**src/rtl/exibe_sequencia_pkg.sv**
```systemverilog
// exibe_sequencia shared types
// state codes double as hexa7seg debug digits
package exibe_sequencia_pkg;

  localparam logic [3:0] COD_INICIAL = 4'h0;
  localparam logic [3:0] COD_PREPARA = 4'h1;
  localparam logic [3:0] COD_ACENDE  = 4'h2;
  localparam logic [3:0] COD_APAGA   = 4'h3;
  localparam logic [3:0] COD_PROXIMO = 4'h4;
  localparam logic [3:0] COD_FIM     = 4'hF;

  localparam int T_ON_PADRAO  = 50_000_000;
  localparam int T_OFF_PADRAO = 25_000_000;
  localparam int TMR_W_PADRAO = 26;

  typedef enum logic [3:0] {
    INICIAL = COD_INICIAL,
    PREPARA = COD_PREPARA,
    ACENDE  = COD_ACENDE,
    APAGA   = COD_APAGA,
    PROXIMO = COD_PROXIMO,
    FIM     = COD_FIM
  } estado_t;

endpackage

```
**src/rtl/exibe_sequencia_if.sv**
```systemverilog
// exibe_sequencia bus: game UC / ROM side
// master drives requests and ROM data
interface exibe_sequencia_if;

  logic       mostrar;
  logic [3:0] limite;
  logic [3:0] dado_mem;
  logic [3:0] endereco;
  logic [3:0] leds;
  logic       exibindo;
  logic       pronto;
  logic [3:0] db_estado;

  modport master (
    output mostrar,
    output limite,
    output dado_mem,
    input  endereco,
    input  leds,
    input  exibindo,
    input  pronto,
    input  db_estado
  );

  modport slave (
    input  mostrar,
    input  limite,
    input  dado_mem,
    output endereco,
    output leds,
    output exibindo,
    output pronto,
    output db_estado
  );

endinterface

```
**src/rtl/exibe_sequencia_temporizador.sv**
```systemverilog
// modulo-M up-counter with sync clear
// fim flags the last count (M-1)
module exibe_sequencia_temporizador #(
  parameter int M = 2,
  parameter int W = 8
) (
  input  logic         clock,
  input  logic         reset,
  input  logic         zera,
  input  logic         conta,
  output logic [W-1:0] q,
  output logic         fim
);

  assign fim = (q == W'(M - 1));

  // count while enabled, wrap after M-1
  always_ff @(posedge clock) begin
    if (reset || zera) begin
      q <= '0;
    end else if (conta) begin
      q <= fim ? '0 : q + 1'b1;
    end
  end

endmodule

```
**src/rtl/exibe_sequencia.sv**
```systemverilog
// memory game presenter: plays ROM entries 0..limite on leds
// each entry: prepare, T_ON lit, T_OFF dark, advance
module exibe_sequencia
  import exibe_sequencia_pkg::*;
#(
  parameter int T_ON  = T_ON_PADRAO,
  parameter int T_OFF = T_OFF_PADRAO,
  parameter int TMR_W = TMR_W_PADRAO
) (
  input  logic               clock,
  input  logic               reset,
  exibe_sequencia_if.slave   bus
);

  estado_t    estado;
  estado_t    proximo;
  logic [3:0] lim_r;
  logic [3:0] endereco_r;
  logic [3:0] leds_r;

  logic [TMR_W-1:0] q_on;
  logic [TMR_W-1:0] q_off;
  logic             fim_on;
  logic             fim_off;
  logic             em_acende;
  logic             em_apaga;
  logic             partida;
  logic             ultimo;

  assign em_acende = (estado == ACENDE);
  assign em_apaga  = (estado == APAGA);
  assign partida   = (estado == INICIAL) && bus.mostrar;
  assign ultimo    = (endereco_r == lim_r);

  exibe_sequencia_temporizador #(
    .M (T_ON),
    .W (TMR_W)
  ) u_tmr_on (
    .clock (clock),
    .reset (reset),
    .zera  (!em_acende),
    .conta (em_acende),
    .q     (q_on),
    .fim   (fim_on)
  );

  exibe_sequencia_temporizador #(
    .M (T_OFF),
    .W (TMR_W)
  ) u_tmr_off (
    .clock (clock),
    .reset (reset),
    .zera  (!em_apaga),
    .conta (em_apaga),
    .q     (q_off),
    .fim   (fim_off)
  );

  // state register
  always_ff @(posedge clock) begin
    if (reset) begin
      estado <= INICIAL;
    end else begin
      estado <= proximo;
    end
  end

  // next-state decode
  always_comb begin
    proximo = estado;
    unique case (estado)
      INICIAL: if (bus.mostrar) proximo = PREPARA;
      PREPARA: proximo = ACENDE;
      ACENDE:  if (fim_on) proximo = APAGA;
      APAGA:   if (fim_off) proximo = PROXIMO;
      PROXIMO: proximo = ultimo ? FIM : PREPARA;
      FIM:     proximo = INICIAL;
      default: proximo = INICIAL;
    endcase
  end

  // address, limit and led registers
  always_ff @(posedge clock) begin
    if (reset) begin
      lim_r      <= '0;
      endereco_r <= '0;
      leds_r     <= '0;
    end else begin
      unique case (1'b1)
        partida: begin
          lim_r      <= bus.limite;
          endereco_r <= '0;
        end
        (estado == PROXIMO) && !ultimo: begin
          endereco_r <= endereco_r + 4'd1;
        end
        em_acende && (q_on == '0): begin
          leds_r <= bus.dado_mem;
        end
        em_apaga && (q_off == '0): begin
          leds_r <= '0;
        end
        default: begin
        end
      endcase
    end
  end

  assign bus.endereco  = endereco_r;
  assign bus.leds      = leds_r;
  assign bus.exibindo  = (estado != INICIAL);
  assign bus.pronto    = (estado == FIM);
  assign bus.db_estado = estado;

endmodule

```
**src/flat_wrapper.sv**
```systemverilog
// flat-port wrapper written by rule: the top's interface ports become plain ports
module exibe_sequencia_flat import exibe_sequencia_pkg::*;
#(
  parameter int T_ON  = T_ON_PADRAO,
  parameter int T_OFF = T_OFF_PADRAO,
  parameter int TMR_W = TMR_W_PADRAO
)
  (clock, reset, bus_mostrar, bus_limite, bus_dado_mem, bus_endereco, bus_leds, bus_exibindo, bus_pronto, bus_db_estado);
  exibe_sequencia_if bus_i ();
  input  logic clock;
  input  logic reset;
  input wire logic [$bits(bus_i.mostrar)-1:0] bus_mostrar;
  input wire logic [$bits(bus_i.limite)-1:0] bus_limite;
  input wire logic [$bits(bus_i.dado_mem)-1:0] bus_dado_mem;
  output wire logic [$bits(bus_i.endereco)-1:0] bus_endereco;
  output wire logic [$bits(bus_i.leds)-1:0] bus_leds;
  output wire logic [$bits(bus_i.exibindo)-1:0] bus_exibindo;
  output wire logic [$bits(bus_i.pronto)-1:0] bus_pronto;
  output wire logic [$bits(bus_i.db_estado)-1:0] bus_db_estado;
  assign bus_i.mostrar = bus_mostrar;
  assign bus_i.limite = bus_limite;
  assign bus_i.dado_mem = bus_dado_mem;
  assign bus_endereco = bus_i.endereco;
  assign bus_leds = bus_i.leds;
  assign bus_exibindo = bus_i.exibindo;
  assign bus_pronto = bus_i.pronto;
  assign bus_db_estado = bus_i.db_estado;
  exibe_sequencia #(.T_ON(T_ON), .T_OFF(T_OFF), .TMR_W(TMR_W)) u_core (.clock(clock), .reset(reset), .bus(bus_i));
endmodule
```
**config.mk**
```make
export PLATFORM = sky130hd
export DESIGN_NAME = exibe_sequencia_flat
export DESIGN_NICKNAME = d
export VERILOG_FILES = /design/src/rtl/exibe_sequencia_pkg.sv /design/src/rtl/exibe_sequencia_if.sv /design/src/rtl/exibe_sequencia_temporizador.sv /design/src/rtl/exibe_sequencia.sv /design/src/flat_wrapper.sv
export SDC_FILE = /design/constraint.sdc
export NUM_CORES = 1
export LEC_CHECK = 0
export BUFFER_PORTS_ARGS = -buffer_cell sky130_fd_sc_hd__buf_2
export CORE_MARGIN = 1
export CORE_UTILIZATION = 54
export DETAILED_ROUTE_END_ITERATION = 7
export GPL_TIMING_DRIVEN = 0
export PLACE_DENSITY = 0.84
export SETUP_SLACK_MARGIN = 0.15
export SYNTH_ARGS = -nofsm -noshare
export SYNTH_HDL_FRONTEND = slang
export SYNTH_SLANG_ARGS = --single-unit
```
**constraint.sdc**
```tcl
create_clock -name clock -period 1.7 [get_ports clock]
set_input_delay 0 -clock clock [delete_from_list [all_inputs] [get_ports clock]]
set_output_delay 0 -clock clock [all_outputs]
set_load 0.02 [all_outputs]
```
; ---- Word level (Yosys, flattened, before mapping)
; Cells that the tools add are included.
; Widths: inputs -> output; s select.
[word_totals]
reg_bits = 68
out_inout_bits = 14
wordCells = 45
[classes]
add_sub_neg = 3
eq_ne = 11
n_mux = 9
n_reduce_logical = 16
[ops]
columns = operator, count
row1 = $add 26x1->26 const B, 2
row2 = $logic_not 26->1, 2
row3 = $mux 26, 2
row4 = $eq 26x25->1 const B, 1
row5 = $eq 26x26->1 const B, 1
row6 = $pmux 4 s5, 1
row7 = $mux 4, 4
row8 = $pmux 4 s2, 2
row9 = $eq 4x2->1 const B, 2
row10 = $ne 2x2->1 const B, 3
row11 = $add 4x1->4 const B, 1
row12 = $eq 4x1->1 const B, 1
row13 = $eq 4x3->1 const B, 1
row14 = $eq 4x4->1, 1
row15 = $eq 4x4->1 const B, 1
row16 = $logic_and 1x1->1, 4
row17 = $logic_not 4->1, 1
row18 = $reduce_bool 2->1, 2
row19 = $reduce_bool 4->1, 1
row20 = $logic_not 1->1, 3
row21 = $reduce_and 3->1, 1
row22 = $logic_or 1x1->1, 2

; ---- Logic depth before layout (Yosys ltp)
; Gate-level depths: netlist of the first run.
[logic_depth]
ltp_word = 4
depth_mapped = 9
depth_no_buf = 7

; ---- Hierarchy
; A second synthesis of the first run with hierarchy kept.
[hier_totals]
cells_unflattened = 444
area_unflattened_um2 = 3732.3
[modules_own_cells]
columns = module, instances, cells_per_inst, area_each_um2, seq_area_each_um2
row1 = exibe_sequencia_temporizador (u_core.u_tmr_on), 1, 167, 1396.3, 520.5
row2 = exibe_sequencia_temporizador (u_core.u_tmr_off), 1, 165, 1368.8, 520.5
row3 = exibe_sequencia, 1, 112, 967.2, 320.3

; ---- Worst setup path after synthesis of the first run
; OpenSTA, ideal clock, no wires.
[synth_timing]
path_kind = register -> register
from = reg u_core.u_tmr_on.q[0]
to = reg u_core.u_tmr_on.q[12]
arrival_time_ps = 1639
setup_slack_ps = -55
stages_incl_launch_ff = 9
path_buffers = 2
path_cell_list = dfxtp_1 -> ha_1 -> and3_1 -> clkbuf_1 -> nand4_1 -> or3_4 -> nand2_2 -> buf_6 -> nor2_1
[synth_between]
elab_chain_cells = 2
word_cells_on_any_way = 3
classes_between = add/sub (1) / eq/ne (1) / mux (1)
[synth_rtl]
columns = item, line_no
row1 = start: declaration, exibe_sequencia_temporizador.sv:11  ; output logic [W-1:0] q,
row2 = start signal: assignment, exibe_sequencia_temporizador.sv:22  ; q <= fim ? '0 : q + 1'b1;
row3 = $add 26x1->26 / $eq 26x26->1 (equally long branches), "exibe_sequencia_temporizador.sv:22, exibe_sequencia_temporizador.sv:15"
row4 = $mux 26 *, exibe_sequencia_temporizador.sv:22
; Every way passes the cells marked *; elsewhere a longest branch is shown, timed or not.
; A chain may end at the register's enable or synchronous reset.

; ---- Worst setup path in the final report of the first run
[layout_timing]
from = reg u_core.u_tmr_on.q[2]
to = reg u_core.estado[3] (netlist: u_core.bus.db_estado[3])
[layout_between]
elab_chain_cells = 3
[layout_rtl]
columns = item, line_no
row1 = $eq 26x26->1, exibe_sequencia_temporizador.sv:15  ; assign fim = (q == W'(M - 1));
row2 = $ne 2x2->1 (no line), --
row3 = $reduce_and 3->1 (no line), --
row4 = end signal: assignment, exibe_sequencia.sv:64  ; estado <= proximo;
row5 = end: declaration, exibe_sequencia.sv:15  ; estado_t estado;
; Every way passes these cells.

==> results of run 1 <==
what timing repair did:
item                                   CTS  global route
pin swaps                               29            21
endpoints found under the hold margin    9             0
setup buffers                           19             8
setup endpoints to repair               66            68
resized for setup                       50            52
cloned                                   3             0
hold buffers                             9             0
path summary, 6_finish.rpt:
| path | from | end | cells after the start | slack, ps |
|---|---|---|---|---|
| min reg2reg | u_core.bus.leds[2] | u_core.bus.leds[2] | 2 | 500 |
| max reg2reg | u_core.u_tmr_on.q[2] | u_core.bus.db_estado[3] | 6 | -440 |
| min | reset | u_core.bus.endereco[2] | 2 | 210 |
| max | u_core.u_tmr_on.q[2] | u_core.bus.db_estado[3] | 6 | -440 |
layer usage:
| layer | track usage, % | part of all wire (%) |
|---|---|---|
| met5 | 0 | 0 |
| met4 | 13.0 | 6.1 |
| met3 | 8.07 | 8.3 |
| met2 | 48.6 | 49 |
| met1 | 31.2 | 36 |
cell type report:
cell class,count,area (um2),area share [%]
inverter,16,62.6,1.38
sequential,68,1400,31.0
clock buffer,10,138,3.04
buffer,13,133,2.93
timing repair buffer,62,457,10.1
clock inverter,6,111,2.46
multi-input combinational,280,2130,47.0
tap,75,93.8,2.07
cell usage in the layout (no fill, tap or decap), drive strengths merged, types with 12 or more instances in the layout:
cell,instances
nand3,21
xnor2,37
xor2,17
nor2,71
dfxtp,68
clkbuf,13
buf,63
nor4,16
inv,16
and3,12
nand2,21
nand4,13
nor3,20
flip-flops by register name (all words and copies together), names as in the netlist:
register / count
u_core.u_tmr_on.q: 26
u_core.lim_r: 4
u_core.u_tmr_off.q: 26
u_core.bus.leds: 4
u_core.bus.db_estado: 4
u_core.bus.endereco: 4
Yosys cell counts (2+ instances only):
| master | instances | area [um2] |
|---|---|---|
| sky130_fd_sc_hd__clkbuf_1 | 4 | 15.0 |
| sky130_fd_sc_hd__nand3b_1 | 3 | 22.5 |
| sky130_fd_sc_hd__nand2b_1 | 2 | 12.5 |
| sky130_fd_sc_hd__ha_1 | 5 | 62.6 |
| sky130_fd_sc_hd__mux2i_1 | 5 | 50.1 |
| sky130_fd_sc_hd__nand3_1 | 20 | 100 |
| sky130_fd_sc_hd__xor2_1 | 17 | 149 |
| sky130_fd_sc_hd__and3_2 | 2 | 15.0 |
| sky130_fd_sc_hd__nor3_2 | 2 | 20.0 |
| sky130_fd_sc_hd__nor2_1 | 71 | 267 |
| sky130_fd_sc_hd__dfxtp_1 | 68 | 1360 |
| sky130_fd_sc_hd__o31ai_1 | 2 | 15.0 |
| sky130_fd_sc_hd__buf_6 | 4 | 45.0 |
| sky130_fd_sc_hd__nor3_1 | 17 | 85.1 |
| sky130_fd_sc_hd__or3_4 | 2 | 22.5 |
| sky130_fd_sc_hd__nand4_1 | 11 | 68.8 |
| sky130_fd_sc_hd__or4_1 | 2 | 15.0 |
| sky130_fd_sc_hd__nor4_1 | 16 | 100 |
| sky130_fd_sc_hd__xnor2_1 | 37 | 324 |
| sky130_fd_sc_hd__and4_1 | 7 | 61.3 |
| sky130_fd_sc_hd__a31oi_1 | 2 | 12.5 |
| sky130_fd_sc_hd__and3_1 | 10 | 62.6 |
| sky130_fd_sc_hd__or2_2 | 2 | 12.5 |
| sky130_fd_sc_hd__inv_1 | 16 | 60.1 |
| sky130_fd_sc_hd__a21oi_1 | 5 | 25.0 |
| sky130_fd_sc_hd__nand2_1 | 20 | 75.1 |
| sky130_fd_sc_hd__nand4_2 | 2 | 25.0 |
| sky130_fd_sc_hd__buf_2 | 4 | 20.0 |
| sky130_fd_sc_hd__o21a_1 | 2 | 15.0 |
through the flow:
| step | setup TNS (ps) | std cells |
|---|---|---|
| after CTS | -808 | 522 |
| final | -10070 | 530 |
| after detailed placement | -4260 | 475 |
| after global routing | -15010 | 530 |
| after floorplan | 0 | 377 |
| after global placement | -3260 | 475 |
power breakdown:
group / switching (uW) / internal (uW) / leakage, uW
Clock: 698 / 1010 / 0.000122
Sequential: 64.7 / 1650 / 0.000559
Combinational: 464 / 379 / 0.000909
logic make-up after synthesis:
kind of cell    count (synthesis)
compound gates                 17
xor+xnor                       54
fa+ha+maj                       5
buf+inv                        29
flops                          68
mux                             5
simple gates                  199
==> impl_metrics.toml, run 1 <==
[outcome]
outcome = "finished with violations"
violated_checks = "negative setup slack"

[synth]
syn-mean-instance-area_um2 = 8.73
asyncSetResetFlopFracSynth_pct = 0
synthXorXnorAreaFrac_pct = 14.4
compound_gate_portion_of_the_synthesized_area_pct = 3.99
syn_inst = 377
syn-num-nets = 393
synth-warning-count = 0
main_combinational_cell_family_by_area_after_synthesis = "simple AND/OR/NAND/NOR gates"
post_synth_instance_area_um2 = 3290
yosys.area_share.adder_pct = 1.90
yosysSeqAreaShare_pct = 41.4
synth_seq_cells = 68
synth-simple-area-share_pct = 32.4
post_synth_edffs = 0
synth_ff_type = "sky130_fd_sc_hd__dfxtp_1"
synth.distinct_cells = 46
post_synth_mux_area_share_pct = 1.52

[timing]
post-route-worst-setup-slack_ps = -439
post-route-period-util_pct = 126
grt_setup_unrepaired = "yes"
finalClockSkew_ps = 19.2
finalSetupViolations = 58
number_of_slew_limit_violations_in_the_final_report = 0
hold_violations = 0
timing.fmax_ghz = 0.468
maxSlewHeadroom_pct = 49.6
hold-worst-slack_ps = 206
worst_slew_pin_slew_ps = 751
min_period_ps = 2140

[grt]
antenna_violations_before_repair = 0
first_global_vias = 2956
overflow = 0
globalRouteTotalUtil_pct = 27.9
pin_count_of_the_biggest_net_entering_global_routing = 13
grt_pass1_wl_mm = 13.4

[worst_setup_path]
crit_path_end_kind = "flip-flop"
criticalPathCategory = "flip-flop to flip-flop"
series_of_cell_instances_along_the_critical_path = "and3_4 -> buf_8 -> nand4_1 -> nor3_1 -> o21bai_4 -> nor3_1"
crit_path_max_incr_delay_ps = 660
path_max_fanout = 5
critPathTopFamily = "simple AND/OR/NAND/NOR gates"
cp_arrival_ps = 2380
cp.required_ps = 1940
critPathMostFrequentCell = "sky130_fd_sc_hd__nor3_1"
critPathLaunchType = "flip-flop"
critical-path-slowest-cell = "sky130_fd_sc_hd__nor3_1"
crit_buf_inv = 1

[placement]
preCtsSetupSlack_ps = -143
port-buffer-count = 23
place_hpwl_mm = 4.66
gp_routability_congestion = 0.785
postPlaceCellArea_um2 = 3600

[power_and_ir_drop]
finalPower_uw = 4270
power_leakage_uw = 0.00159
ir_worst_vdd_mv = 0.741
power_density_nw_per_um2 = 942

[floorplan]
floorplan.die.height_um = 80.1
die_w_um = 80.1
core_um2 = 5890
core.rowCount = 28
design.die.area_um2 = 6410
boundaryPins = 25
start_util_pct = 55.9

[cts]
cts-root-to-sink-buffers = 2
cts_root_buffer = "sky130_fd_sc_hd__clkbuf_8"
htree_num_levels = 3
clkSinkCount = 68
cts_buffers = 9
cts_tree = "done"
clk_transition_reported_paths_ps = 90
worst_skew_pair.late_latency_ps = 370

[finish]
antennaDiodeCount = 0
syn_to_final_growth_pct = 37.6
final_design_area_no_fill_um2 = 4530
utilization_pct = 76.9
fillers = 308
final_layout_size_suffix_gt1_share_pct = 37.6
layout.nets = 466

[route]
drt-total-wl_mm = 10.9
via_count = 3313
detail_route.wl_per_cell_um = 20.6
drc = 0
ant_nets = 0
drt_first_pass_iters = 5
drt-vias-per-instance = 6.25
first_iter_violations = 386

[min_path]
worstHoldPathType = "primary input to flip-flop"

[job]
max_cap_viol_count = 0
Power figures use the tool's default switching activity.
==> run 2, diff against run 1 <==
CORE_UTILIZATION = 59   (was 54)
PLACE_DENSITY = 0.86   (was 0.84)
clock period = 2.4 ns   (was 1.7 ns; I/O delays follow)
==> impl_metrics.toml, run 2 (same netlist as run 1, synthesis figures left out) <==
[outcome]
outcome = "complete, no violations"

[grt]
globalRouteTotalUtil_pct = 25.9
overflow = 0
pin_count_of_the_biggest_net_entering_global_routing = 11
grt_pass1_wl_mm = 12.0
first_global_vias = 2721
antenna_violations_before_repair = 0

[placement]
preCtsSetupSlack_ps = 374
place_hpwl_mm = 4.78
port-buffer-count = 23
gp_routability_congestion = 0.857

[timing]
post-route-period-util_pct = 86.7
timing.fmax_ghz = 0.480
maxSlewHeadroom_pct = 59.9
finalClockSkew_ps = 13.1
final_layout_setup_total_negative_slack_ps = 0
number_of_slew_limit_violations_in_the_final_report = 0
hold_violations = 0
min_period_ps = 2080
finalSetupViolations = 0
worst_slew_pin_slew_ps = 595
post-route-worst-setup-slack_ps = 319
grt_setup_unrepaired = "no"

[route]
first_iter_violations = 171
detail_route.wl_per_cell_um = 14.3
drt_first_pass_iters = 4
drt-total-wl_mm = 7.06
drt-vias-per-instance = 5.71
drc = 0
via_count = 2820
ant_nets = 0

[job]
max_cap_viol_count = 0

[power_and_ir_drop]
netSwitchingFraction_pct = 27.3
power_density_nw_per_um2 = 665
p_clk_share_pct = 36.9
internal_power_uw = 1820
p_comb_share_pct = 15.3
ir_worst_vdd_mv = 0.394
p_sw_uw = 684
power_leakage_uw = 0.00135
seq_power_share_pct = 47.8

[min_path]
worstHoldPathType = "primary input to flip-flop"

[finish]
mostFrequentLayoutCell = "sky130_fd_sc_hd__nor2_1"
largest_registers = "u_core.u_tmr_off.q: 26 flops, u_core.u_tmr_on.q: 26 flops"
ff_latch_area_um2 = 1360
syn_to_final_growth_pct = 14.5
fillers = 392
antennaDiodeCount = 0
layout_common_cells = "sky130_fd_sc_hd__nor2_1, sky130_fd_sc_hd__dfxtp_1, sky130_fd_sc_hd__xnor2_1"
utilization_pct = 72.0
layout.nets = 436
multi_input_area_um2 = 1780
final_layout_size_suffix_gt1_share_pct = 14.9

[floorplan]
floorplan.die.height_um = 76.7
design.die.area_um2 = 5880
start_util_pct = 62.9
die_w_um = 76.7
core_um2 = 5240
core.rowCount = 26
boundaryPins = 25

[cts]
cts_tree = "done"
clk_transition_reported_paths_ps = 70
cts-root-to-sink-buffers = 2
clkSinkCount = 68
cts_buffers = 9
worst_skew_pair.late_latency_ps = 350
cts_root_buffer = "sky130_fd_sc_hd__clkbuf_8"
ctsResizeCount = 0
htree_num_levels = 3

[worst_setup_path]
critPathLaunchType = "flip-flop"
cp.required_ps = 2640
path_max_fanout = 10
crit_path_end_kind = "flip-flop"
criticalPathCategory = "flip-flop to flip-flop"
cp_arrival_ps = 2320
run 2: layout make-up:
| cell class | instances | share of cell area (%) |
|---|---|---|
| multi-input cells | 280 | 47.3 |
| repair buffers | 32 | 5.44 |
| clock buffers | 13 | 3.95 |
| flip-flops and latches | 68 | 36.1 |
| clock inverters | 2 | 0.930 |
| plain buffers | 13 | 2.32 |
| inverters | 16 | 1.59 |
| well taps | 70 | 2.32 |
run 2: timing repair:
item,4_1_cts,5_1_grt
hold buffers,9,0
hold endpoints to repair,9,0
setup buffers,0,0
run 2: power groups by stage:
| stage | Combinational, uW | Clock [uW] | Sequential, uW |
|---|---|---|---|
| floorplan | 250 | 0 | 1240 |
| global placement | 355 | 0 | 1220 |
| detailed placement | 364 | 0 | 1220 |
| CTS | 378 | 925 | 1200 |
| global route | 417 | 979 | 1200 |
| finish | 384 | 924 | 1200 |
run 2: path summary, 6_finish.rpt:
| kind | from | end | slack (ps) | cells past startpoint |
|---|---|---|---|---|
| max | u_core.u_tmr_on.q[0] | u_core.u_tmr_on.q[10] | 320 | 8 |
| min | reset | u_core.bus.db_estado[2] | 90 | 2 |
| max reg2reg | u_core.u_tmr_on.q[0] | u_core.u_tmr_on.q[10] | 320 | 8 |
| min reg2reg | u_core.u_tmr_on.q[0] | u_core.u_tmr_on.q[0] | 490 | 1 |
run 2: critical path, stage by stage (launching register included):
cell and delay, ps:
sky130_fd_sc_hd__dfxtp_1 400, sky130_fd_sc_hd__ha_1 210, sky130_fd_sc_hd__and3_1 160, sky130_fd_sc_hd__clkbuf_1 240, sky130_fd_sc_hd__nand4_1 170, sky130_fd_sc_hd__or3_4 400, sky130_fd_sc_hd__nand2_2 160, sky130_fd_sc_hd__buf_6 160
sky130_fd_sc_hd__nor2_1 60
run 2: per-stage QoR:
stage | instance area (um2) | power [uW] | hold WS, ps | instances
after CTS | 3770 | 2500 | 91.1 | 494
after global placement | 3490 | 1570 | 233 | 470
after floorplan | 3290 | 1490 | 140 | 377
after detailed placement | 3490 | 1590 | 244 | 470
after global routing | 3770 | 2600 | 148 | 494
final | 3770 | 2510 | 93.5 | 494
run 2: per-layer routing:
metal,up-vias,wire length (um),global-route usage (%)
met4,0,159,11.9
met1,1334,3080,29.6
met5,-,0,0
met2,84,3480,45.1
li1,1383,-,-
met3,19,341,6.43
